### src/rtl/fp2int32_seq_if.sv
// Operand/result handshake bundle for the float-to-int32 converter.
// The slave side is the converter; the master side feeds operands and drains results.
interface fp2int32_seq_if;
    logic        in_valid;
    logic        in_ready;
    logic [31:0] in_float;
    logic        out_valid;
    logic        out_ready;
    logic [31:0] out_int;
    logic        out_overflow;
    logic        out_invalid;

    modport master (
        output in_valid,
        output in_float,
        output out_ready,
        input  in_ready,
        input  out_valid,
        input  out_int,
        input  out_overflow,
        input  out_invalid
    );

    modport slave (
        input  in_valid,
        input  in_float,
        input  out_ready,
        output in_ready,
        output out_valid,
        output out_int,
        output out_overflow,
        output out_invalid
    );
endinterface

### src/rtl/fp2int32_seq.sv
// Multi-cycle IEEE-754 single to signed 32-bit integer converter (truncation toward zero).
// Mantissa alignment uses a small shifter moving at most SHIFT_STEP bits per cycle.
module fp2int32_seq #(
    parameter int unsigned SHIFT_STEP = 1
) (
    input  logic          clk,
    input  logic          rst,
    fp2int32_seq_if.slave bus
);

    localparam logic [4:0] Step = 5'(SHIFT_STEP);

    typedef enum logic [1:0] {StIdle, StShift, StDone} state_e;

    state_e      state_q;
    logic        sign_q;
    logic        left_q;
    logic [4:0]  count_q;
    logic [31:0] mag_q;
    logic        in_ready_q;
    logic        out_valid_q;
    logic [31:0] out_int_q;
    logic        out_overflow_q;
    logic        out_invalid_q;

    logic              in_sign;
    logic [7:0]        in_exp;
    logic [22:0]       in_man;
    logic signed [8:0] exp_unb;
    logic signed [8:0] exp_diff;
    logic signed [8:0] exp_ndiff;

    logic        cls_special;
    logic        cls_overflow;
    logic        cls_invalid;
    logic        cls_left;
    logic [31:0] cls_mag;
    logic [4:0]  cls_count;

    logic [4:0]  step_k;
    logic [4:0]  count_next;
    logic [31:0] mag_next;

    function automatic logic [31:0] apply_sign(input logic s, input logic [31:0] m);
        return s ? (~m + 32'd1) : m;
    endfunction

    assign in_sign   = bus.in_float[31];
    assign in_exp    = bus.in_float[30:23];
    assign in_man    = bus.in_float[22:0];
    assign exp_unb   = $signed({1'b0, in_exp}) - 9'sd127;
    assign exp_diff  = exp_unb - 9'sd23;
    assign exp_ndiff = 9'sd23 - exp_unb;

    // Special results are final values; only the normal path is sign-applied later.
    always_comb begin
        cls_special  = 1'b1;
        cls_overflow = 1'b0;
        cls_invalid  = 1'b0;
        cls_left     = 1'b0;
        cls_mag      = 32'd0;
        cls_count    = 5'd0;
        if (in_exp == 8'hff && in_man != 23'd0) begin
            cls_mag     = 32'h8000_0000;
            cls_invalid = 1'b1;
        end else if (in_exp == 8'hff) begin
            cls_mag      = in_sign ? 32'h8000_0000 : 32'h7fff_ffff;
            cls_overflow = 1'b1;
        end else if (in_exp == 8'h00) begin
            cls_mag = 32'd0;
        end else if (exp_unb < 9'sd0) begin
            cls_mag = 32'd0;
        end else if (exp_unb >= 9'sd31) begin
            if (bus.in_float == 32'hcf00_0000) begin
                cls_mag = 32'h8000_0000;
            end else begin
                cls_mag      = in_sign ? 32'h8000_0000 : 32'h7fff_ffff;
                cls_overflow = 1'b1;
            end
        end else begin
            cls_special = 1'b0;
            cls_mag     = {8'b0, 1'b1, in_man};
            cls_left    = (exp_diff >= 9'sd0);
            cls_count   = cls_left ? exp_diff[4:0] : exp_ndiff[4:0];
        end
    end

    always_comb begin
        step_k     = (count_q < Step) ? count_q : Step;
        count_next = count_q - step_k;
        mag_next   = left_q ? (mag_q << step_k) : (mag_q >> step_k);
    end

    always_ff @(posedge clk) begin
        if (rst) begin
            state_q        <= StIdle;
            sign_q         <= 1'b0;
            left_q         <= 1'b0;
            count_q        <= 5'd0;
            mag_q          <= 32'd0;
            in_ready_q     <= 1'b1;
            out_valid_q    <= 1'b0;
            out_int_q      <= 32'd0;
            out_overflow_q <= 1'b0;
            out_invalid_q  <= 1'b0;
        end else begin
            unique case (state_q)
                StIdle: begin
                    if (bus.in_valid && in_ready_q) begin
                        in_ready_q <= 1'b0;
                        sign_q     <= in_sign;
                        mag_q      <= cls_mag;
                        left_q     <= cls_left;
                        count_q    <= cls_count;
                        if (cls_special) begin
                            out_int_q      <= cls_mag;
                            out_overflow_q <= cls_overflow;
                            out_invalid_q  <= cls_invalid;
                            out_valid_q    <= 1'b1;
                            state_q        <= StDone;
                        end else if (cls_count == 5'd0) begin
                            out_int_q   <= apply_sign(in_sign, cls_mag);
                            out_valid_q <= 1'b1;
                            state_q     <= StDone;
                        end else begin
                            state_q <= StShift;
                        end
                    end
                end
                StShift: begin
                    mag_q   <= mag_next;
                    count_q <= count_next;
                    if (count_next == 5'd0) begin
                        out_int_q   <= apply_sign(sign_q, mag_next);
                        out_valid_q <= 1'b1;
                        state_q     <= StDone;
                    end
                end
                StDone: begin
                    if (bus.out_ready) begin
                        out_valid_q    <= 1'b0;
                        out_int_q      <= 32'd0;
                        out_overflow_q <= 1'b0;
                        out_invalid_q  <= 1'b0;
                        in_ready_q     <= 1'b1;
                        state_q        <= StIdle;
                    end
                end
                default: begin
                    state_q <= StIdle;
                end
            endcase
        end
    end

    assign bus.in_ready     = in_ready_q;
    assign bus.out_valid    = out_valid_q;
    assign bus.out_int      = out_int_q;
    assign bus.out_overflow = out_overflow_q;
    assign bus.out_invalid  = out_invalid_q;

endmodule

### src/flat_wrapper.sv
// flat-port wrapper written by rule: the top's interface ports become plain ports
module fp2int32_seq_flat 
#(
    parameter int unsigned SHIFT_STEP = 1
)
  (clk, rst, bus_in_valid, bus_in_float, bus_out_ready, bus_in_ready, bus_out_valid, bus_out_int, bus_out_overflow, bus_out_invalid);
  fp2int32_seq_if bus_i ();
  input  logic clk;
  input  logic rst;
  input wire logic [$bits(bus_i.in_valid)-1:0] bus_in_valid;
  input wire logic [$bits(bus_i.in_float)-1:0] bus_in_float;
  input wire logic [$bits(bus_i.out_ready)-1:0] bus_out_ready;
  output wire logic [$bits(bus_i.in_ready)-1:0] bus_in_ready;
  output wire logic [$bits(bus_i.out_valid)-1:0] bus_out_valid;
  output wire logic [$bits(bus_i.out_int)-1:0] bus_out_int;
  output wire logic [$bits(bus_i.out_overflow)-1:0] bus_out_overflow;
  output wire logic [$bits(bus_i.out_invalid)-1:0] bus_out_invalid;
  assign bus_i.in_valid = bus_in_valid;
  assign bus_i.in_float = bus_in_float;
  assign bus_i.out_ready = bus_out_ready;
  assign bus_in_ready = bus_i.in_ready;
  assign bus_out_valid = bus_i.out_valid;
  assign bus_out_int = bus_i.out_int;
  assign bus_out_overflow = bus_i.out_overflow;
  assign bus_out_invalid = bus_i.out_invalid;
  fp2int32_seq #(.SHIFT_STEP(SHIFT_STEP)) u_core (.clk(clk), .rst(rst), .bus(bus_i));
endmodule
### config.mk
export PLATFORM = sky130hd
export DESIGN_NAME = fp2int32_seq_flat
export DESIGN_NICKNAME = d
export VERILOG_FILES = /design/src/rtl/fp2int32_seq_if.sv /design/src/rtl/fp2int32_seq.sv /design/src/flat_wrapper.sv
export SDC_FILE = /design/constraint.sdc
export NUM_CORES = 1
export LEC_CHECK = 0
export CELL_PAD_IN_SITES_DETAIL_PLACEMENT = 2
export CELL_PAD_IN_SITES_GLOBAL_PLACEMENT = 2
export CORE_ASPECT_RATIO = 0.6
export CORE_MARGIN = 2
export CORE_UTILIZATION = 31
export CTS_BUF_LIST = sky130_fd_sc_hd__clkbuf_2
export DETAILED_ROUTE_END_ITERATION = 7
export PLACE_DENSITY_LB_ADDON = 0.3
export RECOVER_POWER = 25
export REMOVE_ABC_BUFFERS = 1
export SETUP_SLACK_MARGIN = 0.02
export SLEW_MARGIN = 40
export SYNTH_ARGS = -nofsm -noshare
export SYNTH_HDL_FRONTEND = slang
export SYNTH_SLANG_ARGS = --single-unit
### constraint.sdc
create_clock -name clk -period 3.8 [get_ports clk]
set_input_delay 0.76 -clock clk [delete_from_list [all_inputs] [get_ports clk]]
set_output_delay 0.76 -clock clk [all_outputs]
set_load 0.005 [all_outputs]
## After elaboration in Yosys (flattened, before gate mapping)

Index checks and enable logic that the tools add are counted.

| storage, ports and cells | value |
|---|---|
| register bits | 77 |
| input bits | 36 |
| output and inout bits | 36 |
| logic and storage cells | 114 |

| operators by class | value |
|---|---|
| $add $sub $neg | 6 |
| magnitude comparators | 4 |
| equality and inequality tests | 9 |
| shifts and indexed selects | 2 |
| muxes and demuxes | 65 |
| bitwise gates (word level) | 2 |
| reductions and logical operators | 16 |

Operator list:

| cell | count |
|---|---|
| 32-bit 2-to-1 mux | 16 |
| 32-bit case mux with 3 select lines | 1 |
| 32-bit by 1-bit adder with 32-bit output, second input constant | 2 |
| 32-bit NOT | 2 |
| 32-bit case mux with 2 select lines | 1 |
| 5-bit 2-to-1 mux | 8 |
| 32-bit == test, second input constant | 1 |
| 32-bit by 5-bit left shift with 32-bit output | 1 |
| 32-bit by 5-bit right shift with 32-bit output | 1 |
| 1-bit 2-to-1 mux | 28 |
| 23-bit nonzero test | 1 |
| 5-bit logical NOT | 2 |
| 2-bit 2-to-1 mux | 5 |
| 5-bit case mux with 2 select lines | 1 |
| 9-bit by 1-bit >= comparator with 1-bit output, second input constant | 1 |
| 9-bit by 6-bit >= comparator with 1-bit output, second input constant | 1 |
| 9-bit by 1-bit < comparator with 1-bit output, second input constant | 1 |
| 8-bit by 7-bit subtractor with 9-bit output, second input constant | 1 |
| 9-bit by 6-bit subtractor with 9-bit output, second input constant | 1 |
| 8-bit == test, second input constant | 1 |
| 8-bit logical NOT | 1 |
| 2-bit by 1-bit inequality test with 1-bit output, second input constant | 3 |
| 1-bit case mux with 2 select lines | 3 |
| 2-bit case mux with 3 select lines | 1 |
| 16 further kinds | 20 |

## Longest topological paths before layout

Gate-level depths: netlist of run 1.

| logic depth | value |
|---|---|
| depth after elaboration | 14 |
| mapped depth | 16 |
| mapped depth without buffers | 14 |

## Least setup slack after synthesis of run 1

Ideal clock, no wire load.

| timing | value |
|---|---|
| kind | input to register |
| start point | input bus_in_float[7] |
| end point | register u_core.out_int_q[14], in the netlist u_core.bus.out_int[14] |
| library setup time | 91 ps |
| arrival | 3949 ps |
| data required time | 3709 ps |
| setup slack | -239 ps |
| stages | 14 |
| path buffers | 2 |
| path through | buf_2 -> or4_4 -> or4_1 -> o21a_2 -> nor2_4 -> buf_2 -> o211ai_1 -> ha_1 -> nor4bb_1 -> o31ai_2 -> nor3b_1 -> a31oi_1 -> o21a_1 -> a311oi_1 |

| on the way | value |
|---|---|
| word-level cells in the longest chain between the ends | 14 |
| elaborated cells between the ends (all ways) | 21 |
| classes of those cells | add/sub (1); eq/ne (2); mux (13); bitwise (1); reduce/logical (4) |

RTL lines:

| element | line | text |
|---|---|---|
| from (decl) | flat_wrapper.sv:11 | `input wire logic [$bits(bus_i.in_float)-1:0] bus_in_float;` |
| 32-bit == test | fp2int32_seq.sv:74 | `if (bus.in_float == 32'hcf00_0000) begin` |
| 32-bit 2-to-1 mux | fp2int32_seq.sv:74 |  |
| 32-bit 2-to-1 mux | fp2int32_seq.sv:73 | `end else if (exp_unb >= 9'sd31) begin` |
| 32-bit 2-to-1 mux | fp2int32_seq.sv:71 | `end else if (exp_unb < 9'sd0) begin` |
| 32-bit 2-to-1 mux | fp2int32_seq.sv:69 | `end else if (in_exp == 8'h00) begin` |
| 32-bit 2-to-1 mux | fp2int32_seq.sv:66 | `end else if (in_exp == 8'hff) begin` |
| 32-bit 2-to-1 mux | fp2int32_seq.sv:63 | `if (in_exp == 8'hff && in_man != 23'd0) begin` |
| 32-bit NOT | fp2int32_seq.sv:45 | `return s ? (~m + 32'd1) : m;` |
| 32-bit by 1-bit adder with 32-bit output | fp2int32_seq.sv:45 |  |
| 32-bit 2-to-1 mux | fp2int32_seq.sv:45 |  |
| 32-bit 2-to-1 mux | fp2int32_seq.sv:121 | `end else if (cls_count == 5'd0) begin` |
| 32-bit 2-to-1 mux | fp2int32_seq.sv:115 | `if (cls_special) begin` |
| 32-bit 2-to-1 mux | fp2int32_seq.sv:109 | `if (bus.in_valid && in_ready_q) begin` |
| 32-bit case mux with 3 select lines | fp2int32_seq.sv:107 | `unique case (state_q)` |
| to (signal assigned) | fp2int32_seq.sv:116 | `out_int_q <= cls_mag;` |
| to (signal assigned) | fp2int32_seq.sv:122 | `out_int_q <= apply_sign(in_sign, cls_mag);` |
| to (signal assigned) | fp2int32_seq.sv:134 | `out_int_q <= apply_sign(sign_q, mag_next);` |
| to (decl) | fp2int32_seq.sv:22 | `logic [31:0] out_int_q;` |

Several ways; a longest one is shown, not always the timed one. The select of a mux whose other input is x is not followed.
A chain may end at the register's enable or synchronous reset.

## Final worst setup path of run 1

| timing | value |
|---|---|
| start point | input bus_in_float[24] |
| end point | register u_core.out_int_q[14], in the netlist u_core.bus.out_int[14] |

| on the way | value |
|---|---|
| word-level cells in the longest chain between the ends | 14 |
| elaborated cells between the ends (all ways) | 37 |
| classes of those cells | add/sub (4); order compare (3); eq/ne (3); mux (22); bitwise (1); reduce/logical (4) |

RTL lines:

| element | line |
|---|---|
| 8-bit by 7-bit subtractor with 9-bit output / 32-bit == test (equally long branches) | fp2int32_seq.sv:51, fp2int32_seq.sv:74 |
| 9-bit by 6-bit >= comparator with 1-bit output / 32-bit 2-to-1 mux (equally long branches) | fp2int32_seq.sv:73, fp2int32_seq.sv:74 |
| 32-bit 2-to-1 mux | fp2int32_seq.sv:73 |
| 32-bit 2-to-1 mux | fp2int32_seq.sv:71 |
| 32-bit 2-to-1 mux | fp2int32_seq.sv:69 |
| 32-bit 2-to-1 mux | fp2int32_seq.sv:66 |
| 32-bit 2-to-1 mux | fp2int32_seq.sv:63 |
| 32-bit NOT | fp2int32_seq.sv:45 |
| 32-bit by 1-bit adder with 32-bit output | fp2int32_seq.sv:45 |
| 32-bit 2-to-1 mux | fp2int32_seq.sv:45 |
| 32-bit 2-to-1 mux | fp2int32_seq.sv:121 |
| 32-bit 2-to-1 mux | fp2int32_seq.sv:115 |
| 32-bit 2-to-1 mux | fp2int32_seq.sv:109 |
| 32-bit case mux with 3 select lines | fp2int32_seq.sv:107 |

Several ways; a longest one is shown, not always the timed one. The select of a mux whose other input is x is not followed.

==> results of run 1 <==
-- routing by layer --
metal	track usage	share of wire
met1	0.454	0.47
met2	0.461	0.43
met3	0.0705	0.086
met4	0.0720	0.019
met5	0	0
-- flip-flops by register name, indices dropped and copies added, names as in the netlist --
register,count
u_core.bus.out_invalid,1
u_core.bus.out_valid,1
u_core.bus.out_overflow,1
u_core.bus.out_int,32
u_core.bus.in_ready,1
u_core.count_q,5
u_core.state_q,2
u_core.mag_q,32
u_core.left_q,1
u_core.sign_q,1
-- synth_stat cells (all sizes together), types with 7 or more instances --
cell type | n | area (um^2)
a221oi | 12 | 105
mux2i | 33 | 330
o21ai | 71 | 355
nor2 | 121 | 464
dfxtp | 77 | 1540
o221ai | 8 | 70.1
o22ai | 13 | 81.3
xor2 | 15 | 131
and3 | 13 | 81.3
o211ai | 19 | 148
nor3 | 42 | 220
clkbuf | 70 | 355
or3 | 8 | 50.1
a311oi | 13 | 120
nand2 | 67 | 251
a211oi | 25 | 188
o31ai | 12 | 95.1
or2 | 7 | 46.3
xnor2 | 29 | 254
nor4 | 18 | 113
a21o | 7 | 53.8
nand3 | 23 | 133
ha | 12 | 150
or4 | 12 | 97.6
nor3b | 11 | 82.6
a21oi | 71 | 359
buf | 11 | 70.1
nand2b | 8 | 50.1
a22oi | 11 | 82.6
inv | 19 | 71.3
a31oi | 13 | 81.3
-- how the worst min path moves through the flow --
stage / endpoint / slack (ns) / cells after the start
finish: u_core.mag_q[10]$_SDFFE_PP0P_ / 0.49 / 2
global route: u_core.mag_q[6]$_SDFFE_PP0P_ / 0.48 / 2
CTS: u_core.mag_q[6]$_SDFFE_PP0P_ / 0.48 / 2
detailed placement: u_core.bus.out_int[15]$_SDFFE_PP0P_ / 0.48 / 2
global placement: u_core.bus.out_int[17]$_SDFFE_PP0P_ / 0.48 / 2
floorplan: u_core.bus.out_int[17]$_SDFFE_PP0P_ / 0.46 / 2
-- cell type report --
| cell class | instances | area (um^2) | share of cell area |
|---|---|---|---|
| Multi-Input combinational cell | 759 | 4960 | 0.550 |
| Clock inverter | 6 | 136 | 0.0151 |
| Clock buffer | 9 | 45.0 | 0.00499 |
| Inverter | 20 | 75.1 | 0.00831 |
| Tap cell | 286 | 358 | 0.0396 |
| Sequential cell | 77 | 1540 | 0.171 |
| Timing Repair Buffer | 221 | 1910 | 0.211 |
-- power groups by stage --
stage,logic [mW],registers (mW),clock network [mW]
after floorplan,1.71,1.21,0
after global placement,3.10,1.27,0
after detailed placement,3.21,1.28,0
after CTS,3.24,1.27,0.727
after global routing,3.56,1.30,0.747
final,3.32,1.27,0.714
-- placed cells by master, fill, tap and decap left out, types with 11 or more instances in the layout --
cell             Yosys  final
inv_1               19     19
nor2_1             119    118
nand3_1             21     21
xor2_1              15     15
a31oi_1             13     11
mux2i_1             33     33
nor3_1              40     39
dlygate4sd3_1        0     26
o31ai_1             11     11
a21oi_1             70     68
o21ai_0             69     67
dfxtp_1             77     76
buf_4                0    144
ha_1                12     11
o22ai_1             13     12
a311oi_1            12     12
clkdlybuf4s50_1      0     43
xnor2_1             29     29
nor4_1              18     17
o211ai_1            18     18
and3_1              13     13
a211oi_1            25     25
nand2_1             67     67
a221oi_1            12     11
-- cells by family after synthesis --
logic type      count (synthesis)  synth area share
simple gates                  346             0.249
mux                            37            0.0545
compound gates                320             0.321
buf+inv                       102            0.0743
fa+ha+maj                      12            0.0218
flops                          77             0.224
xor+xnor                       44            0.0560
-- repair_timing --
action                     4_1_cts  5_1_grt
pin swaps                        0        3
hold endpoints to repair         0        0
setup endpoints to repair        4       10
resized for setup                2       18
hold buffers                     0        0
-- per-stage QoR --
step                      std cells  utilization  setup WS (ns)  setup TNS (ns)
final                          1378        0.412         0.0886               0
after global routing           1378        0.412        -0.0145         -0.0145
after CTS                      1378        0.408         0.0534               0
after detailed placement       1363        0.399         -0.795          -12.13
after global placement         1363        0.399         -0.496           -5.23
after floorplan                 856            -          -1.21          -41.93
-- worst max-delay path, stage by stage --
cell             delay, ns
clkdlybuf4s50_1       0.48
ha_1                  0.25
and3_1                0.24
xnor2_1               0.32
ha_1                  0.28
a21oi_4               0.08
a31oi_2               0.29
o211ai_1              0.21
ha_2                  0.23
nor4bb_4              0.16
buf_4                 0.15
o31ai_4               0.20
nor3b_2               0.21
a31oi_1               0.08
o21a_1                0.18
a311oi_1              0.23
==> reports/results.md, run 1 <==
* **Least-Margin Pin Slew** 0.873 ns
* **number of enable-type register cells in the synthesized netlist** 0
* **count of input and output buffers** 71
* **Post-synth top flop** dfxtp_1
* **number of endpoints failing setup at the final stage** 0
* **crit path capture type** flip-flop
* **setup repair after global routing missed its margin** true
* **worst flop-to-flop path startpoint** u_core.count_q[4]$_SDFFE_PP0P_
* **required time of the worst setup path** 4.45 ns
* **design area** 9030 um^2
* **Worst Reg-to-Reg Cells** 10
* **post-synthesis sequential area ratio** 0.224
* **fraction of final layout cells with drive strength greater than 1** 0.198
* **sum of net half-perimeters after detailed placement** 27,200 um
* **fraction of the cycle the final worst path needs** 0.977
* **DR iter-0 viols** 832
* **number of global-route vias before repair** 8,855
* **maximum VDD drop** 0.000258 V
* **# rows** 42
* **clock latency of the later-clocked register in the worst-skew pair** 0.70 ns
* **Post-layout nets** 1,136
* **max-cap check violation count** 0
* **synthesized instance count** 938
* **status** finished clean
* **switching power** 2.66 mW
* **critical path type** in2reg
* **register-to-register setup slack** 0.12 ns
* **ratio of routed vias to standard cells** 6.24
* **final slew viol count** 0
* **number of routed nets with antenna violations** 0
* **Initial Utilization** 0.314
* **Core Region** 21,900 um^2
* **Total Wirelength** 36,300 um
* **Synth cell types** 80
* **synthesized area** 6890 um^2
* **GR Util All Layers** 0.311
* **Die Wd** 196 um
* **Sink Count** 77
* **largest net degree at the start of global routing** 56
* **Antenna Cells** 0
* **P per Cell Area** 588 nW/um^2
* **number of hold violations in the final report** 0
* **Critical Path Sink** u_core.bus.out_int[14]$_SDFFE_PP0P_
* **kind of start point of the critical path** primary input
* **signal arrival time at the worst endpoint** 4.36 ns
* **final critical delay including setup and external delays** 3.71 ns
* **Switching Share** 0.500
* **Placed Area** 8740 um^2
* **first drt pass iteration count** 5
* **final weighted congestion in routability-driven placement** 0.902
* **mean area per synthesized cell** 7.34 um^2
* **Root Buffer Master** clkbuf_2
* **CP max FO** 4
* **clock-pin slew on the worst setup and hold paths** 0.29 ns
* **Synth Warn #** 0
* **leakage power** 3.38 nW
* **Gate power share** 0.626
* **worst setup path startpoint** bus_in_float[24]
* **die height** 119 um
* **total congestion overflow** 0
* **hold_ws** 0.492 ns
* **antenna violations before repair** 0
* **Area growth, synth to finish** 31.1%
* **number of CTS-inserted buffers** 9
* **setup fix buffers added after clock tree synthesis** 0
* **I/O pin count** 72
* **kind of path behind the tightest hold check** in2reg
* **DIE AREA** 23,500 um^2
* **Seq pwr share** 0.240
* **number of remaining DRC errors** 0
* **Int Power** 2.65 mW
* **first-pass GRT wire length** 55,500 um
* **via count** 8,594
* **fraction of registers with async set or reset after synthesis** 0
* **total power after layout** 5.31 mW
* **fill cell instance count of the final layout** 2,540
* **headroom to the max-slew limit** 0.417
* **largest buffer count on any clock path** 2
* **highest clock rate** 269 MHz
* **clock tree from TritonCTS** yes
* **Clk network pwr share** 0.134
* **total of flip-flops plus latches after synthesis** 77
* **endpoint of the worst-slack reg-to-reg timing path** u_core.bus.out_int[22]$_SDFFE_PP0P_
* **number of H-tree branching levels** 3
* **maximum clock skew at final layout** 0.0586 ns
* **hold_sp** rst
* **routed length per placed instance** 26.3 um
No activity file was read; power rests on OpenSTA's default activity.
==> run 2, diff against run 1 <==
CORE_UTILIZATION = 35   (was 31)
clock period = 4.76 ns   (was 3.8 ns; I/O delays follow)
==> run 2 against run 1 <==
Effect of this change:
- the run now ends with max-capacitance violations, max-slew violations left
- largest power group unchanged
- clock skew down 0.0049 ns
- first-iteration DRC count down 19%
- combinational power down 27%
- wire length down 8.3%
==> reports/results.md, run 2 (synthesis results as in run 1) <==
* **status** complete, but fails checks
* **violations in the final reports** max-capacitance violations, max-slew violations
* **number of routed nets with antenna violations** 0, unchanged
* **DR iter-0 viols** 677, -19%
* **GR Util All Layers** 0.322, +0.0109
* **total congestion overflow** 0, unchanged
* **setup repair after global routing missed its margin** false
* **Cell Count, Final, Fillers Out** 1,270, -7.8%
* **Initial Utilization** 0.359, +0.0448
* **Switching Share** 0.520, +0.0196
* **die height** 113 um, -5.7%
* **number of global-route vias before repair** 8,265, -6.7%
* **Seq pwr share** 0.262, +0.022
* **largest buffer count on any clock path** 2, unchanged
* **sum of net half-perimeters after detailed placement** 24,700 um, -9.3%
* **cts repair resizes** 0, -2
* **CP max FO** 19, +15
* **final weighted congestion in routability-driven placement** 0.921, +2.1%
* **DIE AREA** 20,900 um^2, -11%
* **signal arrival time at the worst endpoint** 4.78 ns, +0.42 ns
* **most frequent standard cell in the layout excluding fill and tap cells** nor2_1
* **final slew viol count** 74, +74
* **number of hold violations in the final report** 0, unchanged
* **leakage power** 2.86 nW, -15%
* **Worst Reg-to-Reg Cells** 11, +1
* **chain of cells forming the critical path** or3_1 > or3_1 > o21ai_0 > ha_1 > nand2b_1 > a21oi_1 > nand3_2 > a2111oi_0 > mux2i_1 > nand2_1 > a311oi_1
* **largest net degree at the start of global routing** 48, -14%
* **Crit path largest cell delay** 0.73 ns, +0.25 ns
* **required time of the worst setup path** 5.26 ns, +0.81 ns
* **endpoint of the worst-slack reg-to-reg timing path** u_core.bus.out_int[22]$_SDFFE_PP0P_
* **register-to-register setup slack** 0.49 ns, +0.37 ns
* **first-pass GRT wire length** 51,000 um, -8.1%
* **fraction of the cycle the final worst path needs** 0.898
* **number of CTS-inserted buffers** 9, unchanged
* **hold path cells** 2, unchanged
* **setup fix buffers added after clock tree synthesis** 0, unchanged
* **ratio of routed vias to standard cells** 6.40, +2.7%
* **switching power** 2.02 mW, -24%
* **hold_ws** 0.509 ns, +0.0164 ns
* **# rows** 39, -7.1%
* **Area growth, synth to finish** 17.7%
* **setup TNS** 0 ns, unchanged
* **first drt pass iteration count** 7, +2
* **Least-Margin Pin Slew** 2.07 ns, +1.20 ns
* **routed length per placed instance** 26.2 um, -0.47%
* **crit path max-delay cell type** or3_1
* **Int Power** 1.86 mW, -30%
* **hold_sp** u_core.bus.out_int[5]$_SDFFE_PP0P_
* **CP top delay family** simple AND/OR/NAND/NOR gates
* **Gate power share** 0.625, about the same
* **total power after layout** 3.88 mW, -27%
* **number of endpoints failing setup at the final stage** 0, unchanged
* **fraction of final layout cells with drive strength greater than 1** 0.110, -0.0881
* **number of remaining DRC errors** 0, unchanged
* **Total Wirelength** 33,300 um, -8.3%
* **Die Wd** 185 um, -5.8%
* **core occupancy in the finished layout** 0.423, +0.0105
* **via count** 8,131, -5.4%
* **count of input and output buffers** 71, unchanged
* **maximum clock skew at final layout** 0.0537 ns, -0.00489 ns
* **most used cells in the layout excluding fill and tap cells** nor2_1 (118), dfxtp_1 (76), a21oi_1 (70), o21ai_0 (68), nand2_1 (67)
* **number of buffer and inverter instances along the worst setup path** 0, -2
* **Endpoint, Worst Hold** u_core.bus.out_int[5]$_SDFFE_PP0P_
* **max-cap check violation count** 2, +2
* **final critical delay including setup and external delays** 4.27 ns
* **kind of start point of the critical path** flip-flop
* **headroom to the max-slew limit** -0.380, -0.797
* **Core Region** 19,200 um^2, -12%
* **highest clock rate** 234 MHz
* **I/O pin count** 72, unchanged
* **Sink Count** 77, unchanged
* **critical path type** reg2reg
* **Clk network pwr share** 0.113, -0.021
* **clock latency of the later-clocked register in the worst-skew pair** 0.65 ns, -0.05 ns
* **Top cell by count, worst path** or3_1
* **clock tree from TritonCTS** yes
* **worst flop-to-flop path startpoint** u_core.count_q[2]$_SDFFE_PP0P_
* **maximum VDD drop** 0.000218 V, -15%
* **hold-fix buffer count after cts** 0, unchanged
* **Root Buffer Master** clkbuf_2
* **P per Cell Area** 479 nW/um^2, -19%
* **total placed cells including tap cells** 1,253, -8.1%
* **clock-pin slew on the worst setup and hold paths** 0.24 ns, -0.05 ns
* **Post-layout nets** 1,046, -7.9%
* **crit path capture type** flip-flop
* **number of H-tree branching levels** 3, unchanged
* **antenna violations before repair** 1, +1
* **kind of path behind the tightest hold check** reg2reg
[run 2: layout make-up]
| type | instances | area [um^2] |
|---|---|---|
| diodes | 1 | 2.50 |
| inverters | 20 | 75.1 |
| flip-flops and latches | 77 | 1540 |
| repair buffers | 131 | 1160 |
| multi-input cells | 759 | 4860 |
| well taps | 266 | 333 |
| clock buffers | 10 | 50.0 |
| fillers | 2267 | 11100 |
| clock inverters | 6 | 77.6 |
[run 2: per-layer routing]
metal | track usage | vias to the layer above | part of all wire
met5 | 0 | - | 0
met4 | 0.0926 | 0 | 0.023
met3 | 0.0775 | 54 | 0.086
met2 | 0.472 | 347 | 0.42
met1 | 0.466 | 4089 | 0.47
li1 | - | 3641 | -
[run 2: worst register-to-register path, delay by kind of cell, from the launching register on]
family	cells	cell delay (ns)
simple gates	5	1.79
compound gates	4	1.37
flops	1	0.44
fa+ha+maj	1	0.31
mux	1	0.25
[run 2: power by group through the flow]
stage / sequential (mW) / combinational, mW / clock, mW
after floorplan: 0.966 / 1.37 / 0
after detailed placement: 1.02 / 2.37 / 0
after CTS: 1.01 / 2.39 / 0.449
final: 1.02 / 2.43 / 0.441
after global placement: 1.01 / 2.29 / 0
after global routing: 1.04 / 2.60 / 0.475
[run 2: worst max-delay path by stage]
stage / startpoint / to / slack [ns] / cells past startpoint
floorplan: u_core.state_q[1]$_SDFFE_PP0P_ / u_core.mag_q[0]$_SDFFE_PP0P_ / -0.25 / 6
global placement: bus_in_float[9] / u_core.bus.out_int[14]$_SDFFE_PP0P_ / 0.15 / 13
detailed placement: bus_in_float[9] / u_core.bus.out_int[14]$_SDFFE_PP0P_ / -0.09 / 13
CTS: u_core.count_q[2]$_SDFFE_PP0P_ / u_core.bus.out_int[22]$_SDFFE_PP0P_ / 0.60 / 11
global route: bus_in_float[24] / u_core.bus.out_int[22]$_SDFFE_PP0P_ / 0.29 / 14
finish: u_core.count_q[2]$_SDFFE_PP0P_ / u_core.bus.out_int[22]$_SDFFE_PP0P_ / 0.49 / 11
[run 2: through the flow]
step           setup WS [ns]  cell area (um^2)
2_1_floorplan         -0.250              6450
5_1_grt                0.286              8100
3_3_place_gp           0.147              7980
4_1_cts                0.596              8110
3_5_place_dp         -0.0891              7980
6_report               0.486              8100
